File: src/rtl/di_packer.sv
// Word-to-sub-word packer: splits a DI_DATA_WIDTH word into SUB_WIDTH slices on
// writes, and assembles SUB_WIDTH slices into a word on reads.
module di_packer #(
  parameter int unsigned DI_DATA_WIDTH = 32,
  parameter int unsigned SUB_WIDTH     = 8,
  parameter bit          BIG_ENDIAN    = 1'b0
) (
  input  logic                     ifclk,
  input  logic                     reset,
  input  logic                     enable,
  input  logic [31:0]              di0_len,
  input  logic                     di0_write_mode,
  input  logic                     di0_read_mode,
  input  logic                     di0_write,
  input  logic [DI_DATA_WIDTH-1:0] di0_reg_datai,
  output logic                     di0_write_rdy,
  input  logic                     di0_read_req,
  input  logic                     di0_read,
  output logic [DI_DATA_WIDTH-1:0] di0_reg_datao,
  output logic                     di0_read_rdy,
  output logic                     di1_write,
  output logic [SUB_WIDTH-1:0]     di1_reg_datai,
  input  logic                     di1_write_rdy,
  output logic                     di1_read_req,
  output logic                     di1_read,
  input  logic [SUB_WIDTH-1:0]     di1_reg_datao,
  input  logic                     di1_read_rdy,
  output logic [31:0]              xfer_count,
  output logic                     xfer_done
);

  localparam int unsigned RATIO = DI_DATA_WIDTH / SUB_WIDTH;
  localparam int unsigned POS_W = (RATIO > 1) ? $clog2(RATIO) : 1;
  localparam logic [POS_W-1:0] POS_LAST = POS_W'(RATIO - 1);

  typedef enum logic [1:0] {IDLE, WSHIFT, RSHIFT, RVALID} state_t;

  state_t                   state, state_d;
  logic [DI_DATA_WIDTH-1:0] sr, sr_d;
  logic [POS_W-1:0]         pos, pos_d, slice_idx;
  logic [31:0]              cnt, cnt_d, cnt_inc;
  logic                     wr_rdy_q, wr_rdy_d;
  logic                     di1_write_q, di1_write_d;
  logic                     di1_read_q, di1_read_d;
  logic                     rreq_q, rreq_d;
  logic                     remain, last_beat, mode_exit;

  always_ff @(posedge ifclk or posedge reset) begin
    if (reset) begin
      state       <= IDLE;
      sr          <= '0;
      pos         <= '0;
      cnt         <= '0;
      wr_rdy_q    <= 1'b0;
      di1_write_q <= 1'b0;
      di1_read_q  <= 1'b0;
      rreq_q      <= 1'b0;
    end else begin
      state       <= state_d;
      sr          <= sr_d;
      pos         <= pos_d;
      cnt         <= cnt_d;
      wr_rdy_q    <= wr_rdy_d;
      di1_write_q <= di1_write_d;
      di1_read_q  <= di1_read_d;
      rreq_q      <= rreq_d;
    end
  end

  // Slice position in sr for the current beat, honouring byte order
  assign slice_idx = BIG_ENDIAN ? POS_W'(POS_LAST - pos) : pos;
  assign cnt_inc   = cnt + 32'd1;
  assign remain    = (cnt < di0_len);
  assign last_beat = (pos == POS_LAST) || (cnt_inc == di0_len);

  // Switching direction mid-word abandons the word the same way as leaving both modes
  always_comb begin
    mode_exit = !enable || !(di0_write_mode || di0_read_mode);
    if ((state == WSHIFT) && di0_read_mode) mode_exit = 1'b1;
    if (((state == RSHIFT) || (state == RVALID)) && !di0_read_mode) mode_exit = 1'b1;
  end

  always_comb begin
    state_d     = state;
    sr_d        = sr;
    pos_d       = pos;
    cnt_d       = cnt;
    wr_rdy_d    = 1'b0;
    di1_write_d = 1'b0;
    di1_read_d  = 1'b0;
    rreq_d      = 1'b0;
    if (mode_exit) begin
      state_d  = IDLE;
      sr_d     = '0;
      pos_d    = '0;
      cnt_d    = '0;
      wr_rdy_d = di1_write_rdy;
    end else begin
      case (state)
        IDLE: begin
          if (di0_read_mode) begin
            if (di0_read_req && remain) begin
              sr_d    = '0;
              pos_d   = '0;
              rreq_d  = 1'b1;
              state_d = RSHIFT;
            end
          end else if (di0_write && wr_rdy_q) begin
            sr_d    = di0_reg_datai;
            pos_d   = '0;
            state_d = WSHIFT;
          end else begin
            wr_rdy_d = di1_write_rdy;
          end
        end
        WSHIFT: begin
          if (di1_write_q) begin
            pos_d = pos + POS_W'(1);
            cnt_d = remain ? cnt_inc : cnt;
            if (last_beat) begin
              state_d  = IDLE;
              pos_d    = '0;
              wr_rdy_d = 1'b1;
            end else begin
              di1_write_d = di1_write_rdy;
            end
          end else if (!remain) begin
            state_d  = IDLE;
            pos_d    = '0;
            wr_rdy_d = 1'b1;
          end else begin
            di1_write_d = di1_write_rdy;
          end
        end
        RSHIFT: begin
          rreq_d = 1'b1;
          if (di1_read_q) begin
            sr_d[slice_idx*SUB_WIDTH +: SUB_WIDTH] = di1_reg_datao;
            pos_d = pos + POS_W'(1);
            cnt_d = remain ? cnt_inc : cnt;
            if (last_beat) begin
              state_d = RVALID;
              pos_d   = '0;
              rreq_d  = 1'b0;
            end else begin
              di1_read_d = di1_read_rdy;
            end
          end else if (!remain) begin
            state_d = RVALID;
            pos_d   = '0;
            rreq_d  = 1'b0;
          end else begin
            di1_read_d = di1_read_rdy;
          end
        end
        RVALID: begin
          if (di0_read) state_d = IDLE;
        end
        default: state_d = IDLE;
      endcase
    end
  end

  assign di0_write_rdy = wr_rdy_q;
  assign di1_write     = di1_write_q;
  assign di1_read      = di1_read_q;
  assign di1_read_req  = rreq_q;
  assign di1_reg_datai = di1_write_q ? sr[slice_idx*SUB_WIDTH +: SUB_WIDTH] : '0;
  assign di0_reg_datao = sr;
  // Word handshake drops in the same cycle the consumer takes it
  assign di0_read_rdy  = (state == RVALID) && !di0_read;
  assign xfer_count    = cnt;
  assign xfer_done     = (cnt == di0_len) && (di0_len != 32'd0);

endmodule

File: config.mk
export PLATFORM = sky130hd
export DESIGN_NAME = di_packer
export DESIGN_NICKNAME = d
export VERILOG_FILES = /design/src/rtl/di_packer.sv
export SDC_FILE = /design/constraint.sdc
export NUM_CORES = 1
export LEC_CHECK = 0
export CAP_MARGIN = 25
export CORE_MARGIN = 1.5
export CORE_UTILIZATION = 36
export CTS_BUF_LIST = sky130_fd_sc_hd__clkbuf_8
export DETAILED_ROUTE_END_ITERATION = 6
export MAX_ROUTING_LAYER = met4
export PLACE_DENSITY = 0.63
export SLEW_MARGIN = 40
export SYNTH_ARGS = -nofsm -noshare
export SYNTH_HDL_FRONTEND = slang
export SYNTH_SLANG_ARGS = --single-unit
File: constraint.sdc
create_clock -name ifclk -period 3.3 [get_ports ifclk]
set_input_delay 0.66 -clock ifclk [delete_from_list [all_inputs] [get_ports ifclk]]
set_output_delay 0.66 -clock ifclk [all_outputs]
set_load 0.02 [all_outputs]
==> results of run 1 <==
## cells by family after synthesis
family,Yosys count,synth area share
XOR/XNOR,56,0.0820
multiplexers,16,0.0446
adder cells (fa/ha/maj),41,0.0858
AO/OA/AOI/OAI,173,0.189
AND/OR/NAND/NOR,240,0.223
flip-flops,72,0.301
buffers and inverters,114,0.0749
## final timing paths
kind	to	cells past startpoint	slack [ps]	start
setup / recovery	xfer_count[27]	13	70	di0_len[8]
hold / removal	di0_reg_datao[12]	2	560	di0_reg_datao[12]
setup reg to reg	di1_write	10	200	xfer_count[11]
hold reg to reg	di0_reg_datao[12]	2	560	di0_reg_datao[12]
max in group asynchronous	xfer_count[6]	3	1840	reset
min in group asynchronous	di0_reg_datao[3]	2	690	reset
## state kept, by name, summed over array words and instances, names as in the netlist
signal	flops
pos	2
di1_read_req	1
di1_write	1
state	2
di0_write_rdy	1
di1_read	1
xfer_count	32
di0_reg_datao	32
## layout make-up
type | count | area share
multi-input combinational | 526 | 0.435
clock buffer | 9 | 0.0143
tap | 216 | 0.0312
clock inverter | 7 | 0.00622
sequential | 72 | 0.208
timing repair buffer | 258 | 0.272
inverter | 75 | 0.0325
## worst reg2reg max path, cell delays in order, from the launching register on
cell     delay, ps
dfrtp_1        550
nand4_1        230
nor2_1         280
nand3_1        200
buf_4          190
xnor2_1        150
nor4_1         410
and4_1         270
a31oi_2        190
mux2_4         330
and4_1         190
## what timing repair did
action / in CTS / in global routing
hold buffers: 0 / 0
setup buffers: 0 / 3
setup endpoints to repair: 1 / 57
pin swaps: 0 / 3
resized for setup: 3 / 16
## stage by stage
| step | total power, mW | setup TNS, ps | setup WS, ps | hold WS, ps | instance area [µm²] |
|---|---|---|---|---|---|
| floorplan | 1.48 | 0 | 202 | 560 | 5980 |
| global placement | 1.93 | -8540 | -316 | 546 | 8400 |
| detailed placement | 1.93 | -12850 | -317 | 548 | 8400 |
| CTS | 2.62 | 0 | 13.1 | 565 | 8580 |
| global route | 2.79 | -720 | -97.4 | 587 | 8650 |
| finish | 2.65 | 0 | 71.3 | 556 | 8650 |
## report_power, final
group | leakage, nW | total (mW) | switching [mW] | internal (mW)
logic | 2.55 | 0.990 | 0.532 | 0.458
registers | 0.992 | 0.980 | 0.0470 | 0.933
clock network | 0.0827 | 0.675 | 0.396 | 0.279
## synth_stat cells (all sizes together), types with 7 or more instances
| cell | instances | area share |
|---|---|---|
| a21o | 7 | 0.0088 |
| a21oi | 33 | 0.028 |
| a22o | 32 | 0.047 |
| and2 | 9 | 0.0094 |
| and4 | 8 | 0.012 |
| buf | 14 | 0.012 |
| clkbuf | 25 | 0.016 |
| dfrtp | 72 | 0.30 |
| ha | 41 | 0.086 |
| inv | 74 | 0.046 |
| mux4 | 8 | 0.030 |
| nand2 | 32 | 0.020 |
| nand3 | 49 | 0.043 |
| nand4 | 26 | 0.030 |
| nor2 | 40 | 0.025 |
| nor3 | 18 | 0.018 |
| nor4 | 18 | 0.021 |
| o21ai | 65 | 0.054 |
| or3 | 19 | 0.020 |
| xnor2 | 42 | 0.061 |
| xor2 | 14 | 0.020 |
## cells in the final DEF, fill, tap and decap left out, types with 4 or more instances in the layout
cell type	count
buf_4	94
clkbuf_8	9
a21oi_1	32
buf_6	4
clkdlybuf4s50_1	158
mux2i_1	6
xor2_1	14
nor3_1	15
nor2_1	38
nand2_1	32
and3_1	6
ha_1	41
dfrtp_1	71
inv_1	73
nand3_1	47
or3_1	19
a21o_1	7
and2_1	9
a22o_1	32
o21ai_0	61
and4_1	7
a31oi_1	4
nor2b_1	4
xnor2_1	42
nor4_1	16
nand4_1	25
mux4_2	8
## per-layer routing
layer  wire, µm  global-route usage  share of wire  vias to the layer above
li1           -                   -              -                     3042
met1       9000               0.298           0.45                     2920
met3       1220              0.0423          0.060                       32
met2       9410               0.385           0.47                      220
met5          0                   -              0                        -
met4        507              0.0753          0.025                        0
==> flow_metrics.py, run 1 <==
metrics = {
    "timing": {
        "timing.fmax_mhz": 310,
        "finalSetupViolCount": 0,
        "rsz0062_at_grt": "yes",
        "fin_crit_ps": 3230,
        "drv_slew": 0,
        "slew_headroom": 0.575,
        "fin_skew_ps": 13.9,
        "hold_viol_final": 0,
        "worst_pin_slew_ps": 636,
        "period_share": 0.978,
    },
    "cts": {
        "root_buffer": "clkbuf_8",
        "cts_tree": "done",
        "clock-sinks": 72,
        "h-tree-depth": 3,
        "clk_latency_ps": 370,
        "ctsLongestPathBuffers": 2,
        "cts-buffers-inserted": 9,
        "clkTransAtPathRegs_ps": 90,
    },
    "cells_and_area": {
        "fin_util": 0.539,
        "drive_gt1_frac": 0.155,
        "n_fill_cell": 1501,
        "regArea_um2": 1800,
        "area_growth_pct": 44.6,
        "layout.nets": 1065,
        "multiInputGateArea_um2": 3760,
        "fin_cells": 1163,
        "diodes": 0,
    },
    "worst_setup_path": {
        "timing.critical_path.buf_inv": 3,
        "cp_slowest_stage_delay_ps": 490,
        "crit_slowest_cell": "clkdlybuf4s50_1",
        "worst-setup-path-type": "input pin to register",
        "crit_path_start_kind": "input pin",
        "cp_top_family": "simple AND/OR/NAND/NOR gates",
        "end_kind": "register",
        "crit_chain": "clkdlybuf4s50_1 -> inv_1 -> ha_1 -> and4_2 -> and3_1 -> a21boi_1 -> nand4bb_1 -> a31oi_2 -> nand2_1 -> buf_8 -> or2_1 -> or3_1 -> a21oi_1",
        "cp.arrival_ps": 3530,
        "worstPathRequired_ps": 3600,
        "crit_path_max_fanout": 15,
    },
    "drt": {
        "via_per_inst": 5.34,
        "dr.pass1.iters": 6,
        "post_drt_wl_per_cell_um": 17.3,
        "ant_nets": 0,
        "route.detailed.drc": 0,
        "drt_iter0_markers": 364,
        "drt-total-wl_mm": 20.1,
        "vias": 6214,
    },
    "flow_run": {
        "max_cap_violations": 0,
    },
    "place": {
        "dp_cells": 1144,
        "dp_hpwl_mm": 15.5,
        "placement.io_buffers": 159,
        "gp_congestion": 0.902,
    },
    "synth": {
        "synth-edff-count": 0,
        "ys_warn_count": 0,
        "syn_nets": 835,
        "seq_area_frac_synth": 0.301,
        "synth_ff_type": "dfrtp_1",
        "ys_seq_elements": 72,
        "synth-async-reset-ratio": 1.00,
        "synth_area_um2": 5980,
        "avgSynthCellArea_um2": 8.40,
        "ys_types": 65,
        "syn_inst": 712,
    },
    "global_route": {
        "first_global_vias": 6154,
        "grt_pass1_wl_mm": 32.2,
        "grt_use_total": 0.237,
        "grt_overflow": 0,
        "grt_antenna_before_repair": 0,
        "grt_max_degree": 33,
    },
    "pwr": {
        "max-vdd-ir-drop_v": 0.000176,
        "p_per_area_nw_per_um2": 306,
        "leakagePower_nw": 3.63,
    },
    "floorplanning": {
        "die_width_um": 132,
        "core-area_um2": 16100,
        "rows": 46,
        "die_height_um": 132,
        "dieArea_um2": 17400,
        "start_util": 0.373,
        "io_pins": 160,
    },
    "worst_hold_path": {
        "worstHoldPathType": "register to register",
    },
    "run_status": {
        "outcome": "completed",
    },
}
No activity file was read; power rests on OpenSTA's default activity.
==> run 2: changes to the inputs <==
Settings changed: REMOVE_ABC_BUFFERS set to 1.
==> run 2 against run 1 <==
Non-clock buffer count is 9 higher. Die area stayed put. Sequential share of layout area is 0.26 points lower. Sequential power hardly changed. Clock skew is 3.4 ps higher. Combinational power is 3.2% lower. Clock power is 24% higher. Final cell count is 0.77% higher. Total power is 4.8% higher. Critical path depth stayed put. Core utilization is 0.86 points higher. Critical path type unchanged. Largest cell class unchanged. Largest power group is now sequential cells.
==> flow_metrics.py, run 2 (same netlist as run 1, synthesis figures left out) <==
metrics = {
    "floorplanning": {
        "core-area_um2": 16100,
        "die_height_um": 132,
        "rows": 46,
        "dieArea_um2": 17400,
        "io_pins": 160,
        "start_util": 0.373,
        "die_width_um": 132,
    },
    "cts": {
        "cts-buffers-inserted": 9,
        "root_buffer": "clkbuf_8",
        "ctsLongestPathBuffers": 2,
        "clkTransAtPathRegs_ps": 90,
        "cts_tree": "done",
        "postCtsHoldBufs": 0,
        "clk_latency_ps": 380,
        "clock-sinks": 72,
        "h-tree-depth": 3,
    },
    "timing": {
        "fin_crit_ps": 3210,
        "slew_headroom": 0.572,
        "finalSetupViolCount": 0,
        "fin_ws_ps": 93.6,
        "worst_pin_slew_ps": 638,
        "hold_viol_final": 0,
        "timing.fmax_mhz": 312,
        "fin_skew_ps": 17.3,
        "period_share": 0.972,
        "drv_slew": 0,
    },
    "cells_and_area": {
        "layout_commonest_cell": "clkdlybuf4s50_1",
        "post-route-cell-area_um2": 8790,
        "diodes": 0,
        "drive_gt1_frac": 0.171,
        "area_growth_pct": 46.9,
        "regArea_um2": 1810,
        "layout.nets": 1074,
        "final_cell_mix": "clkdlybuf4s50_1 (158), buf_4 (107), inv_1 (73), dfrtp_1 (66), o21ai_0 (62)",
        "multiInputGateArea_um2": 3790,
        "n_fill_cell": 1531,
    },
    "drt": {
        "via_per_inst": 5.40,
        "route.detailed.drc": 0,
        "vias": 6326,
        "post_drt_wl_per_cell_um": 17.7,
        "ant_nets": 0,
        "drt_iter0_markers": 425,
        "drt-total-wl_mm": 20.7,
        "dr.pass1.iters": 5,
    },
    "worst_setup_path": {
        "ff2ff_setup_slack_ps": 150,
        "worst-setup-path-type": "input pin to register",
        "crit_path_start_kind": "input pin",
        "cp.arrival_ps": 3500,
        "end_kind": "register",
        "crit_path_max_fanout": 11,
        "worstPathRequired_ps": 3600,
    },
    "place": {
        "gp_congestion": 0.963,
        "dpl_worst_slack_ps": -313,
        "placed_area_um2": 8500,
        "dp_hpwl_mm": 15.9,
        "placement.io_buffers": 159,
    },
    "flow_run": {
        "max_cap_violations": 0,
    },
    "global_route": {
        "grt_pass1_wl_mm": 33.2,
        "first_global_vias": 6129,
        "grt_antenna_before_repair": 0,
        "grt_max_degree": 73,
        "grt_use_total": 0.246,
        "grt_overflow": 0,
    },
    "pwr": {
        "max-vdd-ir-drop_v": 0.000236,
        "p_per_area_nw_per_um2": 315,
        "leakagePower_nw": 3.69,
    },
    "run_status": {
        "outcome": "completed",
    },
    "worst_hold_path": {
        "worstHoldPathType": "register to register",
    },
}
==> run 2: cell count changes in the layout (fill, tap and decap cells not counted), moves of 2 or more <==
| cell | delta |
|---|---|
| buf_4 | +13 |
| dfrtp_1 | -5 |
| dfrtp_2 | +5 |
| buf_6 | -4 |
| a21oi_1 | -3 |
| a21oi_2 | +3 |
| clkinvlp_4 | -3 |
| bufinv_16 | +2 |
==> run 2: final cells by class <==
class | instances | area share
Clock buffer | 9 | 0.0141
Clock inverter | 7 | 0.0117
Inverter | 75 | 0.0322
Multi-Input combinational cell | 526 | 0.431
Sequential cell | 72 | 0.206
Tap cell | 216 | 0.0308
Timing Repair Buffer | 267 | 0.274
==> run 2: repair_timing <==
action	in CTS	in global routing
pin swaps	0	4
buffers inserted	0	1
setup endpoints to repair	1	61
resized for setup	1	18
==> run 2: metal layers <==
metal | vias to the layer above | share of wire | global-route usage
li1 | 3054 | - | -
met1 | 3026 | 0.46 | 0.336
met2 | 209 | 0.46 | 0.378
met3 | 37 | 0.053 | 0.0334
met4 | 0 | 0.021 | 0.0735
met5 | - | 0 | -
==> run 2: path summary, 6_finish.rpt <==
kind / cells after the start / to / startpoint
max: 13 / xfer_count[27] / di0_len[10]
min reg2reg: 2 / di0_reg_datao[21] / di0_reg_datao[21]
max in group asynchronous: 3 / pos[0] / reset
min: 2 / di0_reg_datao[21] / di0_reg_datao[21]
max reg2reg: 10 / di1_write / xfer_count[9]
min in group asynchronous: 3 / xfer_count[17] / reset
==> run 2: per-stage QoR <==
stage               hold slack [ps]  setup TNS (ps)  utilization  power [mW]  cells
detailed placement              552          -16700        0.529        1.94   1155
finish                          562               0        0.547        2.77   1172
global placement                544          -12170        0.529        1.93   1155
floorplan                       560            -500            -        1.45    673
global route                    589           -49.9        0.547        2.92   1172
CTS                             566               0        0.543        2.78   1171
==> run 2: power breakdown <==
group,total (mW),leakage [nW],internal [mW],switching [mW]
clock,0.835,0.116,0.436,0.399
combinational,0.958,2.59,0.437,0.521
sequential,0.979,0.984,0.933,0.0456
total,2.77,3.69,1.81,0.965
==> run 2: worst max-delay path, stage by stage <==
cell	delay [ps]
clkdlybuf4s50_1	480
inv_1	50
ha_1	310
and4_1	210
and3_1	200
a21boi_1	140
nand4bb_4	240
a31oi_4	190
nand2_1	70
buf_4	180
or2_1	240
or3_1	380
a21oi_2	160
